==> config.mk <==
export PLATFORM = sky130hd
export DESIGN_NAME = nx_node_decoder
export DESIGN_NICKNAME = d
export VERILOG_FILES = /design/src/rtl/nx_node_decoder.sv
export SDC_FILE = /design/constraint.sdc
export NUM_CORES = 1
export LEC_CHECK = 0
export CAP_MARGIN = 20
export CORE_MARGIN = 8
export CORE_UTILIZATION = 45
export CTS_CLUSTER_DIAMETER = 80
export DETAILED_ROUTE_END_ITERATION = 10
export PLACE_DENSITY = 0.85
export SYNTH_ARGS = -nofsm -noshare
export SYNTH_HDL_FRONTEND = slang
export SYNTH_SLANG_ARGS = --single-unit
==> constraint.sdc <==
create_clock -name clk_i -period 4.6 [get_ports clk_i]
set_input_delay 1.38 -clock clk_i [delete_from_list [all_inputs] [get_ports clk_i]]
set_output_delay 1.38 -clock clk_i [all_outputs]
set_load 0.05 [all_outputs]
==> src/rtl/nx_node_decoder.sv <==
// ----------------------------------------------------------------------------
// nx_node_decoder
// Inbound message decoder for a mesh node, feeding nx_node_control.
// Each accepted message is classified by its command field:
//   cmd 0 LOAD_INSTR : payload LSBs are offered on a ready/valid instruction port
//   cmd 1 MAP_IO     : fields are registered and map_valid_o pulses for one cycle
//   cmd 2 SIG_STATE  : fields are registered and signal_valid_o pulses for one cycle
//   cmd 3 / wrong node address : message dropped, drop_count_o saturates at 255
// Ports:
//   clk_i, rst_i                      clock, synchronous active-high reset
//   node_row_i, node_col_i            this node's mesh address
//   msg_data_i/msg_valid_i/msg_ready_o   inbound message stream
//   instr_data_o/instr_valid_o/instr_ready_i  instruction load port
//   map_*_o, map_valid_o              I/O-mapping command toward nx_node_control
//   signal_*_o, signal_valid_o        signal-state command toward nx_node_control
//   drop_count_o                      saturating dropped-message counter
// ----------------------------------------------------------------------------
module nx_node_decoder #(
    parameter int STREAM_WIDTH   = 32,
    parameter int ADDR_ROW_WIDTH = 4,
    parameter int ADDR_COL_WIDTH = 4,
    parameter int COMMAND_WIDTH  = 2,
    parameter int INSTR_WIDTH    = 15,
    parameter int INPUTS         = 8,
    parameter int OUTPUTS        = 8,
    parameter int MAX_IO         = (INPUTS > OUTPUTS) ? INPUTS : OUTPUTS,
    parameter int IO_W           = $clog2(MAX_IO),
    parameter int IDX_W          = $clog2(OUTPUTS)
) (
    input  logic                      clk_i,
    input  logic                      rst_i,
    input  logic [ADDR_ROW_WIDTH-1:0] node_row_i,
    input  logic [ADDR_COL_WIDTH-1:0] node_col_i,
    input  logic [STREAM_WIDTH-1:0]   msg_data_i,
    input  logic                      msg_valid_i,
    output logic                      msg_ready_o,
    output logic [INSTR_WIDTH-1:0]    instr_data_o,
    output logic                      instr_valid_o,
    input  logic                      instr_ready_i,
    output logic [IO_W-1:0]           map_io_o,
    output logic                      map_input_o,
    output logic [ADDR_ROW_WIDTH-1:0] map_remote_row_o,
    output logic [ADDR_COL_WIDTH-1:0] map_remote_col_o,
    output logic [IDX_W-1:0]          map_remote_idx_o,
    output logic                      map_slot_o,
    output logic                      map_broadcast_o,
    output logic                      map_seq_o,
    output logic                      map_valid_o,
    output logic [ADDR_ROW_WIDTH-1:0] signal_remote_row_o,
    output logic [ADDR_COL_WIDTH-1:0] signal_remote_col_o,
    output logic [IDX_W-1:0]          signal_remote_idx_o,
    output logic                      signal_state_o,
    output logic                      signal_valid_o,
    output logic [7:0]                drop_count_o
);

    localparam int P = STREAM_WIDTH - ADDR_ROW_WIDTH - ADDR_COL_WIDTH - COMMAND_WIDTH;

    // MAP_IO payload field positions, packed from the payload MSB downward
    localparam int M_IO_LO   = P - IO_W;
    localparam int M_IN      = M_IO_LO - 1;
    localparam int M_RROW_LO = M_IN - ADDR_ROW_WIDTH;
    localparam int M_RCOL_LO = M_RROW_LO - ADDR_COL_WIDTH;
    localparam int M_RIDX_LO = M_RCOL_LO - IDX_W;
    localparam int M_SLOT    = M_RIDX_LO - 1;
    localparam int M_BCAST   = M_SLOT - 1;
    localparam int M_SEQ     = M_BCAST - 1;

    // SIG_STATE payload field positions
    localparam int S_RROW_LO = P - ADDR_ROW_WIDTH;
    localparam int S_RCOL_LO = S_RROW_LO - ADDR_COL_WIDTH;
    localparam int S_RIDX_LO = S_RCOL_LO - IDX_W;
    localparam int S_STATE   = S_RIDX_LO - 1;

    localparam logic [COMMAND_WIDTH-1:0] CMD_LOAD = COMMAND_WIDTH'(0);
    localparam logic [COMMAND_WIDTH-1:0] CMD_MAP  = COMMAND_WIDTH'(1);
    localparam logic [COMMAND_WIDTH-1:0] CMD_SIG  = COMMAND_WIDTH'(2);

    // Message field split
    logic [ADDR_ROW_WIDTH-1:0] msg_row_s;
    logic [ADDR_COL_WIDTH-1:0] msg_col_s;
    logic [COMMAND_WIDTH-1:0]  msg_cmd_s;
    logic [P-1:0]              payload_s;

    assign msg_row_s = msg_data_i[STREAM_WIDTH-1 -: ADDR_ROW_WIDTH];
    assign msg_col_s = msg_data_i[STREAM_WIDTH-ADDR_ROW_WIDTH-1 -: ADDR_COL_WIDTH];
    assign msg_cmd_s = msg_data_i[P +: COMMAND_WIDTH];
    assign payload_s = msg_data_i[P-1:0];

    // Registered state
    logic [INSTR_WIDTH-1:0]    instr_data_q,   instr_data_d;
    logic                      instr_valid_q,  instr_valid_d;
    logic [IO_W-1:0]           map_io_q,       map_io_d;
    logic                      map_input_q,    map_input_d;
    logic [ADDR_ROW_WIDTH-1:0] map_rrow_q,     map_rrow_d;
    logic [ADDR_COL_WIDTH-1:0] map_rcol_q,     map_rcol_d;
    logic [IDX_W-1:0]          map_ridx_q,     map_ridx_d;
    logic                      map_slot_q,     map_slot_d;
    logic                      map_bcast_q,    map_bcast_d;
    logic                      map_seq_q,      map_seq_d;
    logic                      map_valid_q,    map_valid_d;
    logic [ADDR_ROW_WIDTH-1:0] sig_rrow_q,     sig_rrow_d;
    logic [ADDR_COL_WIDTH-1:0] sig_rcol_q,     sig_rcol_d;
    logic [IDX_W-1:0]          sig_ridx_q,     sig_ridx_d;
    logic                      sig_state_q,    sig_state_d;
    logic                      sig_valid_q,    sig_valid_d;
    logic [7:0]                drop_count_q,   drop_count_d;

    logic accept_s;
    logic match_s;
    logic load_fire_s;
    logic map_fire_s;
    logic sig_fire_s;
    logic drop_fire_s;

    // A pending instruction blocks the stream until the store takes it;
    // the take and a new acceptance may happen in the same cycle.
    assign msg_ready_o = !instr_valid_q || instr_ready_i;
    assign accept_s    = msg_valid_i && msg_ready_o;
    assign match_s     = (msg_row_s == node_row_i) && (msg_col_s == node_col_i);

    // Classify the accepted message into exactly one action
    always_comb begin
        load_fire_s = 1'b0;
        map_fire_s  = 1'b0;
        sig_fire_s  = 1'b0;
        drop_fire_s = 1'b0;
        if (accept_s) begin
            if (!match_s) begin
                drop_fire_s = 1'b1;
            end else begin
                case (msg_cmd_s)
                    CMD_LOAD: load_fire_s = 1'b1;
                    CMD_MAP:  map_fire_s  = 1'b1;
                    CMD_SIG:  sig_fire_s  = 1'b1;
                    default:  drop_fire_s = 1'b1;
                endcase
            end
        end else begin
            drop_fire_s = 1'b0;
        end
    end

    // Next-state for the instruction port, field registers and drop counter
    always_comb begin
        instr_data_d  = instr_data_q;
        instr_valid_d = instr_valid_q;
        map_io_d      = map_io_q;
        map_input_d   = map_input_q;
        map_rrow_d    = map_rrow_q;
        map_rcol_d    = map_rcol_q;
        map_ridx_d    = map_ridx_q;
        map_slot_d    = map_slot_q;
        map_bcast_d   = map_bcast_q;
        map_seq_d     = map_seq_q;
        sig_rrow_d    = sig_rrow_q;
        sig_rcol_d    = sig_rcol_q;
        sig_ridx_d    = sig_ridx_q;
        sig_state_d   = sig_state_q;
        drop_count_d  = drop_count_q;
        map_valid_d   = map_fire_s;
        sig_valid_d   = sig_fire_s;

        if (load_fire_s) begin
            instr_data_d  = payload_s[INSTR_WIDTH-1:0];
            instr_valid_d = 1'b1;
        end else if (instr_ready_i) begin
            instr_valid_d = 1'b0;
        end else begin
            instr_valid_d = instr_valid_q;
        end

        if (map_fire_s) begin
            map_io_d    = payload_s[M_IO_LO +: IO_W];
            map_input_d = payload_s[M_IN];
            map_rrow_d  = payload_s[M_RROW_LO +: ADDR_ROW_WIDTH];
            map_rcol_d  = payload_s[M_RCOL_LO +: ADDR_COL_WIDTH];
            map_ridx_d  = payload_s[M_RIDX_LO +: IDX_W];
            map_slot_d  = payload_s[M_SLOT];
            map_bcast_d = payload_s[M_BCAST];
            map_seq_d   = payload_s[M_SEQ];
        end else begin
            map_io_d    = map_io_q;
        end

        if (sig_fire_s) begin
            sig_rrow_d  = payload_s[S_RROW_LO +: ADDR_ROW_WIDTH];
            sig_rcol_d  = payload_s[S_RCOL_LO +: ADDR_COL_WIDTH];
            sig_ridx_d  = payload_s[S_RIDX_LO +: IDX_W];
            sig_state_d = payload_s[S_STATE];
        end else begin
            sig_state_d = sig_state_q;
        end

        // Saturate rather than wrap so a flood of bad traffic stays visible
        if (drop_fire_s && (drop_count_q != 8'hFF)) begin
            drop_count_d = drop_count_q + 8'd1;
        end else begin
            drop_count_d = drop_count_q;
        end
    end

    // State registers with synchronous reset; reset discards any pending instruction
    always_ff @(posedge clk_i) begin
        if (rst_i) begin
            instr_data_q  <= '0;
            instr_valid_q <= 1'b0;
            map_io_q      <= '0;
            map_input_q   <= 1'b0;
            map_rrow_q    <= '0;
            map_rcol_q    <= '0;
            map_ridx_q    <= '0;
            map_slot_q    <= 1'b0;
            map_bcast_q   <= 1'b0;
            map_seq_q     <= 1'b0;
            map_valid_q   <= 1'b0;
            sig_rrow_q    <= '0;
            sig_rcol_q    <= '0;
            sig_ridx_q    <= '0;
            sig_state_q   <= 1'b0;
            sig_valid_q   <= 1'b0;
            drop_count_q  <= 8'd0;
        end else begin
            instr_data_q  <= instr_data_d;
            instr_valid_q <= instr_valid_d;
            map_io_q      <= map_io_d;
            map_input_q   <= map_input_d;
            map_rrow_q    <= map_rrow_d;
            map_rcol_q    <= map_rcol_d;
            map_ridx_q    <= map_ridx_d;
            map_slot_q    <= map_slot_d;
            map_bcast_q   <= map_bcast_d;
            map_seq_q     <= map_seq_d;
            map_valid_q   <= map_valid_d;
            sig_rrow_q    <= sig_rrow_d;
            sig_rcol_q    <= sig_rcol_d;
            sig_ridx_q    <= sig_ridx_d;
            sig_state_q   <= sig_state_d;
            sig_valid_q   <= sig_valid_d;
            drop_count_q  <= drop_count_d;
        end
    end

    assign instr_data_o        = instr_data_q;
    assign instr_valid_o       = instr_valid_q;
    assign map_io_o            = map_io_q;
    assign map_input_o         = map_input_q;
    assign map_remote_row_o    = map_rrow_q;
    assign map_remote_col_o    = map_rcol_q;
    assign map_remote_idx_o    = map_ridx_q;
    assign map_slot_o          = map_slot_q;
    assign map_broadcast_o     = map_bcast_q;
    assign map_seq_o           = map_seq_q;
    assign map_valid_o         = map_valid_q;
    assign signal_remote_row_o = sig_rrow_q;
    assign signal_remote_col_o = sig_rcol_q;
    assign signal_remote_idx_o = sig_ridx_q;
    assign signal_state_o      = sig_state_q;
    assign signal_valid_o      = sig_valid_q;
    assign drop_count_o        = drop_count_q;

endmodule

==> metrics.md, run 1 <==
| Metric | Value |
|---|---|
| Status | `finished, final reports clean` |
| Synth area leader | `dfxtp_1` |
| Final setup violation count | `0` |
| Post-synthesis register bit count | `56` |
| Mapped Cells | `about 220` |
| Largest net degree at the start of global routing | `between 50 and 60` |
| Final Hold Vio Count | `0` |
| Post-Syn Area per Cell | `around 10 sq um` |
| IO Pins | `between 100 and 150` |
| CTS H-tree lvls | `2` |
| CTS clock-pin slew for the worst setup and hold paths | `90 ps` |
| Vias post-DR | `roughly 1,900` |
| Total grt overflow | `0` |
| Worst Tran Pin Value | `a little under 1000 ps` |
| Synth cell count leaders | `dfxtp_1, nor2_1, mux2i_1, clkbuf_1, a21oi_1` |
| Max stage delay on crit path | `between 400 and 500 ps` |
| Area contributors post-synth | `dfxtp_1, mux2i_1, nor2_1, xnor2_2, xnor2_1` |
| Hold_ws | `499 ps` |
| Most frequent cell after synthesis | `dfxtp_1` |
| Max Freq | `about 0.27 GHz` |
| Critical path class | `primary input to primary output` |
| WP depth | `3` |
| Worst Path Buf+Inv | `2` |
| Share of cells above drive strength 1 | `0.0714` |
| Number of synthesis warnings | `0` |
| WL per Instance | `roughly 15 microns` |
| Cell Pwr Density | `244 nW/um^2` |
| Maximum VDD drop | `173 uV` |
| Global routing met2 resource utilization | `0.273` |
| Number of synthesized flops with an enable pin | `0` |
| Die ar. | `around 7600 sq um` |
| Drc violations | `0` |
| CP Data Required Time | `3220 ps` |
| Skew-Pair Late Insertion Delay | `around 300 ps` |
| Drt total wl | `5.87 mm` |
| Synth top area share | `0.493` |
| Minimum clock period | `between 3000 and 4000 ps` |
| CP startpoint kind | `primary input` |
| Worst reg2reg path depth | `5` |
| Yosys cell types | `35` |
| Clk_skew | `between 5 and 6 ps` |
| Starting DRT DRC Count | `68` |
| Hold Buf Count CTS | `0` |
| Die Y | `between 80 and 90 microns` |
| Area Growth Syn to Fin | `49.0%` |
| Initial antenna violation count | `0` |
| Data arrival, critical path | `approximately 2300 ps` |
| Root buf cell | `clkbuf_8` |
| Horiz. Die Dim | `87.1 microns` |
| Final core utilization | `0.681` |
| GR Util met1 | `0.160` |
| Max-Cap Viols | `0` |
| Hold Crit Class | `flip-flop to flip-flop` |
| Post CTS Setup Buffer Count | `0` |
| GRT Util Overall | `0.150` |
| Met3 usage | `0.0538` |
| Nets | `roughly 370` |
| Core Area | `between 4000 and 5000 sq um` |
| Top Usage Layer GRT | `met2` |
| IO Port Bufs | `100` |
| RSZ-0062 raised after global routing | `no` |
| Mapped Nets | `~270` |
| Rows | `26` |
| GP Congestion | `between 0.7 and 0.8` |
| Worst slew margin | `0.349` |
| Crit-path cells | `clkdlybuf4s50_1 -> nand2b_1 -> buf_4` |
| Post-CTS sizing | `0` |
| Clk sinks | `56` |
| CP max stage cell | `clkdlybuf4s50_1` |
| Crit Path Max Fanout | `5` |
| Clock Tree Buf Depth | `2` |
| Final period util | `0.792` |
| Fillers | `between 400 and 500` |
| Via density | `between 4 and 5` |
| Mapped Area | `about 2300 sq um` |
| Crit-path leading delay family | `buffers and inverters` |
| Post-DRT Antenna Nets | `0` |
| TritonRoute pass-1 iters | `4` |
| Fraction of registers with async set/reset | `0` |
| Vias in the first global route | `1,838` |
| CTS Buf Count | `5` |
| Post-DP HPWL | `4.42 mm` |
| Worst setup EP type | `primary output` |
| Starting Density | `0.457` |
| Setup TNS | `0 ps` |
| Main synth FF type | `dfxtp_1` |
| Register area share after synthesis | `0.493` |
| Slew Viols, Final | `0` |
| CTS tree | `built` |
| Leak | `~1.3 nW` |
| Global-route wire length before repair | `roughly 9 mm` |
| ANT cells | `0` |
| Hold path cells | `2` |
state kept, by name, indices dropped and copies added (netlist names):
register / flops
map_slot_o: 1
map_remote_row_o: 4
map_valid_o: 1
map_input_o: 1
map_io_o: 3
instr_valid_o: 1
map_remote_idx_o: 3
signal_remote_idx_o: 3
signal_valid_o: 1
instr_data_o: 15
signal_remote_row_o: 4
drop_count_o: 8
map_remote_col_o: 4
signal_state_o: 1
map_seq_o: 1
map_broadcast_o: 1
signal_remote_col_o: 4
final timing paths:
check                                    startpoint                   to  slack, ps
worst max-delay path                  instr_ready_i          msg_ready_o        960
worst min-delay path            map_remote_row_o[1]  map_remote_row_o[1]        500
worst max register to register        instr_valid_o      instr_data_o[7]       2520
worst min register to register  map_remote_row_o[1]  map_remote_row_o[1]        500
logic make-up after synthesis:
logic type / synth area share
adder cells (fa/ha/maj): 0.00550
XOR/XNOR: 0.0407
AO/OA/AOI/OAI: 0.0424
flip-flops: 0.493
multiplexers: 0.208
AND/OR/NAND/NOR: 0.168
buffers and inverters: 0.0424
worst register-to-register path: cells and delay by family, from the launching register on:
family | cells | cell delay [ps]
mux | 1 | 300
flops | 1 | 320
simple gates | 4 | 1320
through the flow:
step / cells / setup WS, ps / cell area (sq um) / total power [mW]
global route: 392 / 937 / 3390 / 0.859
CTS: 392 / 951 / 3390 / 0.835
floorplan: 224 / 1370 / 2270 / 0.529
finish: 392 / 957 / 3390 / 0.826
global placement: 384 / 905 / 3300 / 0.577
detailed placement: 384 / 814 / 3300 / 0.579
cells in the final DEF, fill, tap and decap left out, drive strengths merged:
cell type / n
inv: 3
clkbuf: 7
clkinv: 1
xnor2: 8
mux2i: 45
dfxtp: 56
nand4: 4
o41ai: 1
nor4: 3
nand3: 4
a211oi: 1
clkdlybuf4s50: 98
o311ai: 1
or3b: 1
or3: 1
or4: 2
o221a: 1
nor2b: 3
ha: 1
nor2: 48
nand2b: 2
or4b: 1
o31ai: 2
o21ai: 3
buf: 5
a21oi: 6
mux2: 2
or2: 2
nand2: 4
nor3: 3
and2: 2
and3: 1
layout make-up:
type	instances	area, sq um	share of cell area
clock buffer	7	76.3	0.0225
clock inverter	1	8.76	0.00258
inverter	3	11.3	0.00332
multi-input combinational	152	1070	0.315
sequential	56	1120	0.331
tap	70	87.6	0.0258
timing repair buffer	103	1020	0.300
layer usage:
| metal | vias to the layer above | part of all wire |
|---|---|---|
| li1 | 964 | - |
| met1 | 897 | 0.40 |
| met3 | 5 | 0.081 |
| met4 | 0 | 0.0070 |
| met2 | 53 | 0.51 |
| met5 | - | 0 |
power by group:
part           internal (mW)  switching [mW]  leakage (nW)
sequential             0.486         0.00165         0.451
combinational         0.0461          0.0334         0.771
clock                  0.109           0.150        0.0424
No activity file was read; power rests on OpenSTA's default activity.
==> inputs of run 2 (changes only) <==
--- a/config.mk
+++ b/config.mk
@@ -7,10 +7,10 @@
 export LEC_CHECK = 0
 export CAP_MARGIN = 20
 export CORE_MARGIN = 8
-export CORE_UTILIZATION = 45
+export CORE_UTILIZATION = 41
 export CTS_CLUSTER_DIAMETER = 80
 export DETAILED_ROUTE_END_ITERATION = 10
-export PLACE_DENSITY = 0.85
+export PLACE_DENSITY = 0.79
 export SYNTH_ARGS = -nofsm -noshare
 export SYNTH_HDL_FRONTEND = slang
 export SYNTH_SLANG_ARGS = --single-unit
==> constraint.sdc (replaced) <==
create_clock -name clk_i -period 3.8 [get_ports clk_i]
set_input_delay 1.14 -clock clk_i [delete_from_list [all_inputs] [get_ports clk_i]]
set_output_delay 1.14 -clock clk_i [all_outputs]
set_load 0.05 [all_outputs]
==> run 2 against run 1 <==
Net effect: sequential share of layout area down 0.78 points; combinational power grew 22%; critical path depth unchanged; sequential cell count unchanged; utilization fell by 4.3 points; clock-buffer cell count is 2 lower; first-iteration DRC count fell by 7.4%; sequential power is 21% higher; critical endpoint unchanged; largest power group unchanged; highest routed layer unchanged.
==> metrics.md, run 2 (synthesis results as in run 1) <==
| Metric | Value |
|---|---|
| Hold Buf Count CTS | `0 (unchanged)` |
| Hold Crit Class | `flip-flop to flip-flop (unchanged)` |
| Crit Path Max Fanout | `5 (unchanged)` |
| Largest register FFs | `15 (unchanged)` |
| CP max stage cell | `clkdlybuf4s50_1 (unchanged)` |
| Hold Path End | `map_broadcast_o (was map_remote_row_o[1])` |
| Data arrival, critical path | `2000 ps (was 2260 ps)` |
| GRT Util Overall | `0.144 (was 0.150)` |
| Vias post-DR | `1,925 (was 1,919)` |
| Initial antenna violation count | `0 (unchanged)` |
| Worst reg2reg path depth | `5 (unchanged)` |
| Die ar. | `8190 sq um (was 7590 sq um)` |
| Die Y | `90.5 microns (was 87.1 microns)` |
| Status | `finished, final reports clean (unchanged)` |
| Max Freq | `approximately 0.32 GHz` |
| Global-route wire length before repair | `9.85 mm (was 9.09 mm)` |
| Drt total wl | `5.94 mm (was 5.87 mm)` |
| Area Growth Syn to Fin | `52.6% (was 49.0%)` |
| Starting DRT DRC Count | `63 (was 68)` |
| Max-Cap Viols | `0 (unchanged)` |
| Commonest non-fill, non-tap cells in the layout | `clkdlybuf4s50_1, dfxtp_1, nor2_1 (unchanged)` |
| Post-CTS sizing | `0 (unchanged)` |
| Worst Path Buf+Inv | `2 (unchanged)` |
| Worst slew margin | `0.381 (was 0.349)` |
| Setup TNS | `0 ps (unchanged)` |
| Starting Density | `0.418 (was 0.457)` |
| CTS clock-pin slew for the worst setup and hold paths | `90 ps (about the same)` |
| Slew Viols, Final | `0 (unchanged)` |
| CTS tree | `built (unchanged)` |
| Nets | `369 (was 366)` |
| FF-to-FF End | `drop_count_o[5] (was instr_data_o[7])` |
| Final Hold Vio Count | `0 (unchanged)` |
| Post CTS Setup Buffer Count | `0 (unchanged)` |
| Via density | `4.86 (was 4.90)` |
| Minimum clock period | `~3100 ps` |
| Drc violations | `0 (unchanged)` |
| Rows | `27 (was 26)` |
| Worst hold path startpoint | `map_broadcast_o (was map_remote_row_o[1])` |
| Cell Pwr Density | `325 nW/um^2 (was 244 nW/um^2)` |
| GP Congestion | `0.751 (was 0.786)` |
| Vias in the first global route | `2,034 (was 1,838)` |
| Commonest non-fill, non-tap cell in the layout | `clkdlybuf4s50_1 (unchanged)` |
| Flop2flop setup slack | `1810 ps (was 2520 ps)` |
| Max stage delay on crit path | `450 ps (was 440 ps)` |
| CTS H-tree lvls | `2 (unchanged)` |
| CP Data Required Time | `2660 ps (was 3220 ps)` |
| Worst r2r src | `drop_count_o[0] (was instr_valid_o)` |
| Hold_ws | `499 ps (about the same)` |
| Final instance area | `3470 sq um (was 3390 sq um)` |
| Final setup violation count | `0 (unchanged)` |
| Total grt overflow | `0 (unchanged)` |
| Hold path cells | `2 (unchanged)` |
| RSZ-0062 raised after global routing | `no (unchanged)` |
| IO Pins | `101 (unchanged)` |
| ANT cells | `0 (unchanged)` |
| Worst Tran Pin Value | `919 ps (was 977 ps)` |
| Critical path class | `primary input to primary output (unchanged)` |
| Clock Tree Buf Depth | `2 (unchanged)` |
| Crit-path cells | `clkdlybuf4s50_1 -> nand2b_1 -> buf_12 (was clkdlybuf4s50_1 -> nand2b_1 -> buf_4)` |
| Share of cells above drive strength 1 | `0.0833 (was 0.0714)` |
| Final period util | `0.828` |
| Clk sinks | `56 (unchanged)` |
| Root buf cell | `clkbuf_8 (unchanged)` |
| Maximum VDD drop | `246 uV (was 173 uV)` |
| CP startpoint kind | `primary input (unchanged)` |
| Crit-path leading delay family | `buffers and inverters (unchanged)` |
| Core Area | `5440 sq um (was 4980 sq um)` |
| TritonRoute pass-1 iters | `5 (was 4)` |
| Largest net degree at the start of global routing | `37 (was 57)` |
| Post-DRT Antenna Nets | `0 (unchanged)` |
| Horiz. Die Dim | `90.5 microns (was 87.1 microns)` |
| Worst setup EP type | `primary output (unchanged)` |
| WL per Instance | `15.0 microns (about the same)` |
| Clk_skew | `7.23 ps (was 5.85 ps)` |
| Skew-Pair Late Insertion Delay | `300 ps (about the same)` |
| Post-DP HPWL | `4.52 mm (was 4.42 mm)` |
| Leak | `1.31 nW (was 1.26 nW)` |
| CTS Buf Count | `5 (unchanged)` |
| Placed inst area | `3340 sq um (was 3300 sq um)` |
| IO Port Bufs | `100 (unchanged)` |
| Total power after layout | `1.13 mW (was 826 uW)` |
## run 2: per-stage QoR
step	utilization	setup slack, ps	instances
3_5_place_dp	0.614	639	389
3_3_place_gp	0.614	677	389
6_report	0.638	655	396
2_1_floorplan	-	883	224
5_1_grt	0.638	628	396
4_1_cts	0.638	646	396
## run 2: final cells by class
type / instances / area [sq um]
well taps: 72 / 90.1
multi-input cells: 152 / 1070
clock inverters: 2 / 60.1
repair buffers: 106 / 1050
inverters: 3 / 11.3
clock buffers: 5 / 68.8
fillers: 449 / 1970
flip-flops and latches: 56 / 1120
## run 2: worst max-delay path by stage
| stage | cells after the start | slack, ps | start | to |
|---|---|---|---|---|
| floorplan | 7 | 880 | instr_ready_i | instr_data_o[10] |
| global placement | 3 | 680 | instr_ready_i | msg_ready_o |
| detailed placement | 7 | 640 | node_col_i[0] | instr_data_o[10] |
| CTS | 3 | 650 | instr_ready_i | msg_ready_o |
| global route | 3 | 630 | instr_ready_i | msg_ready_o |
| finish | 3 | 660 | instr_ready_i | msg_ready_o |
## run 2: layer usage
| metal | GRT usage | wire length (microns) | vias to the layer above |
|---|---|---|---|
| met5 | 0 | 0 | - |
| met4 | 0.0291 | 15 | 0 |
| met3 | 0.0848 | 652 | 2 |
| met2 | 0.238 | 2890 | 56 |
| met1 | 0.155 | 2380 | 901 |
| li1 | - | - | 966 |
## run 2: power breakdown
part	total [mW]	internal, mW	switching (mW)
clock network	0.442	0.259	0.182
logic	0.0970	0.0565	0.0406
registers	0.590	0.588	0.00193
total	1.13	0.904	0.225
## run 2: worst register-to-register path, cell delays in order, from the launching register on
cell and delay, ps:
dfxtp_1 400, ha_1 220, nand3_1 120, o21ai_0 760, nor3_1 100, mux2_2 300
==> inputs of run 3 (changes only) <==
--- a/config.mk
+++ b/config.mk
@@ -7,10 +7,10 @@
 export LEC_CHECK = 0
 export CAP_MARGIN = 20
 export CORE_MARGIN = 8
-export CORE_UTILIZATION = 41
+export CORE_UTILIZATION = 37
 export CTS_CLUSTER_DIAMETER = 80
 export DETAILED_ROUTE_END_ITERATION = 10
-export PLACE_DENSITY = 0.79
+export PLACE_DENSITY = 0.75
 export SYNTH_ARGS = -nofsm -noshare
 export SYNTH_HDL_FRONTEND = slang
 export SYNTH_SLANG_ARGS = --single-unit
==> constraint.sdc (replaced) <==
create_clock -name clk_i -period 2.75 [get_ports clk_i]
set_input_delay 0.825 -clock clk_i [delete_from_list [all_inputs] [get_ports clk_i]]
set_output_delay 0.825 -clock clk_i [all_outputs]
set_load 0.05 [all_outputs]
==> run 3 against run 2 <==
Net effect: sequential power is 38% higher; non-clock buffer count is 5 higher; largest power group unchanged; highest routed layer unchanged; routed wire length is 2.0% higher; first-iteration DRC count is 43% higher; combinational power is 43% higher; worst setup slack worse by 470 ps; via count is 2.7% higher.
==> metrics.md, run 3 (synthesis results as in run 1) <==
| Metric | Value |
|---|---|
| Status | `finished, final reports clean (unchanged)` |
| GRT Util Overall | `0.134 (was 0.144)` |
| CTS tree | `built (unchanged)` |
| Post-DRT Antenna Nets | `0 (unchanged)` |
| Max-Cap Viols | `0 (unchanged)` |
| TritonRoute pass-1 iters | `4 (was 5)` |
| Setup WS post-layout | `186 ps (was 655 ps)` |
| Final Hold Vio Count | `0 (unchanged)` |
| ANT cells | `0 (unchanged)` |
| Post-Layout Cell Count | `405 (was 396)` |
| Via density | `4.88 (was 4.86)` |
| Worst slew margin | `0.641 (was 0.381)` |
| Share of cells above drive strength 1 | `0.100 (was 0.0833)` |
| Vias post-DR | `1,977 (was 1,925)` |
| Final setup violation count | `0 (unchanged)` |
| Starting DRT DRC Count | `90 (was 63)` |
| Post-DP HPWL | `4.67 mm (was 4.52 mm)` |
| Post CTS Setup Buffer Count | `0 (unchanged)` |
| Hold Crit Class | `flip-flop to flip-flop (unchanged)` |
| Clk sinks | `56 (unchanged)` |
| CP Data Required Time | `1930 ps (was 2660 ps)` |
| Cell Pwr Density | `403 nW/um^2 (was 325 nW/um^2)` |
| Worst Tran Pin Value | `537 ps (was 919 ps)` |
| Clk_skew | `5.14 ps (was 7.23 ps)` |
| Initial antenna violation count | `0 (unchanged)` |
| GP Congestion | `0.785 (was 0.751)` |
| Placed inst area | `3410 sq um (was 3340 sq um)` |
| WL per Instance | `15.0 microns (about the same)` |
| CTS clock-pin slew for the worst setup and hold paths | `90 ps (about the same)` |
| CP startpoint kind | `primary input (unchanged)` |
| Commonest non-fill, non-tap cells in the layout | `clkdlybuf4s50_1, dfxtp_1, nor2_1 (unchanged)` |
| Maximum VDD drop | `240 uV (was 246 uV)` |
| Horiz. Die Dim | `94.4 microns (was 90.5 microns)` |
| Core Area | `5920 sq um (was 5440 sq um)` |
| Sequential power share | `0.578 (was 0.523)` |
| CTS Buf Count | `5 (unchanged)` |
| Rows | `28 (was 27)` |
| Data arrival, critical path | `1740 ps (was 2000 ps)` |
| Crit Path Max Fanout | `4 (was 5)` |
| Critical path class | `primary input to primary output (unchanged)` |
| Skew-Pair Late Insertion Delay | `290 ps (was 300 ps)` |
| Final instance area | `3500 sq um (was 3470 sq um)` |
| Starting Density | `0.384 (was 0.418)` |
| Final period util | `0.932` |
| Worst setup EP type | `primary output (unchanged)` |
| Clock Tree Buf Depth | `2 (unchanged)` |
| Psw | `314 uW (was 225 uW)` |
| IO Port Bufs | `100 (unchanged)` |
| Drc violations | `0 (unchanged)` |
| Commonest non-fill, non-tap cell in the layout | `clkdlybuf4s50_1 (unchanged)` |
| Minimum clock period | `roughly 2600 ps` |
| Post-Place Cells | `397 (was 389)` |
| Comb power frac | `0.099 (was 0.086)` |
| Total power after layout | `1.41 mW (was 1.13 mW)` |
| IO Pins | `101 (unchanged)` |
| Largest register FFs | `15 (unchanged)` |
| Slew Viols, Final | `0 (unchanged)` |
| Switch share | `0.223 (was 0.199)` |
| Global-route wire length before repair | `9.72 mm (was 9.85 mm)` |
| Drt total wl | `6.06 mm (was 5.94 mm)` |
| CTS H-tree lvls | `2 (unchanged)` |
| Die ar. | `8910 sq um (was 8190 sq um)` |
| Root buf cell | `clkbuf_8 (unchanged)` |
| Leak | `1.32 nW (was 1.31 nW)` |
| Area Growth Syn to Fin | `53.9% (was 52.6%)` |
| Hold Buf Count CTS | `0 (unchanged)` |
| Nets | `374 (was 369)` |
| Largest net degree at the start of global routing | `24 (was 37)` |
| Max Freq | `0.390 GHz` |
| DP Worst Slack | `-11.1 ps (was 639 ps)` |
| Die Y | `94.4 microns (was 90.5 microns)` |
| Clock power share | `0.323 (was 0.391)` |
| Vias in the first global route | `1,959 (was 2,034)` |
| Post-CTS sizing | `0 (unchanged)` |
| Total grt overflow | `0 (unchanged)` |
| Int Pwr | `1.10 mW (was 904 uW)` |
| RSZ-0062 raised after global routing | `no (unchanged)` |
-- run 3: cell count changes in the layout (fill, tap and decap cells not counted) --
cell and change:
clkbuf_8 +1, buf_4 +3, buf_12 +2, clkinv_2 +2
bufinv_16 -2
-- run 3: final timing paths --
path | start | endpoint | slack [ps] | cells past startpoint
hold / removal | map_remote_row_o[0] | map_remote_row_o[0] | 500 | 2
setup reg to reg | instr_valid_o | instr_data_o[9] | 1030 | 6
setup / recovery | instr_ready_i | msg_ready_o | 190 | 4
hold reg to reg | map_remote_row_o[0] | map_remote_row_o[0] | 500 | 2
-- run 3: metrics by stage --
stage	hold slack [ps]	TNS (ps)	utilization
2_1_floorplan	736	0	-
4_1_cts	509	0	0.591
5_1_grt	524	0	0.591
3_5_place_dp	483	-23.3	0.576
3_3_place_gp	471	0	0.576
6_report	500	0	0.591
-- run 3: critical path: stages --
cell	delay, ps
clkdlybuf4s50_1	450
nand2b_1	180
buf_4	150
buf_12	130
-- run 3: per-layer routing --
metal	routed length [microns]	GRT usage
met2	2960	0.229
met4	44	0.0317
met1	2500	0.154
met5	0	0
met3	559	0.0524
-- run 3: area by class of cell --
| cell class | count | area, sq um |
|---|---|---|
| timing repair buffer | 111 | 1110 |
| clock buffer | 6 | 82.6 |
| fill | 523 | 2420 |
| tap | 75 | 93.8 |
| inverter | 3 | 11.3 |
| clock inverter | 2 | 10.0 |
| multi-input combinational | 152 | 1070 |
| sequential | 56 | 1120 |
-- run 3: power groups by stage --
stage | combinational [mW] | sequential [mW] | clock (mW)
after floorplan | 0.0419 | 0.843 | 0
after global placement | 0.138 | 0.835 | 0
after detailed placement | 0.140 | 0.835 | 0
after CTS | 0.141 | 0.816 | 0.476
after global routing | 0.150 | 0.817 | 0.505
final | 0.139 | 0.816 | 0.455
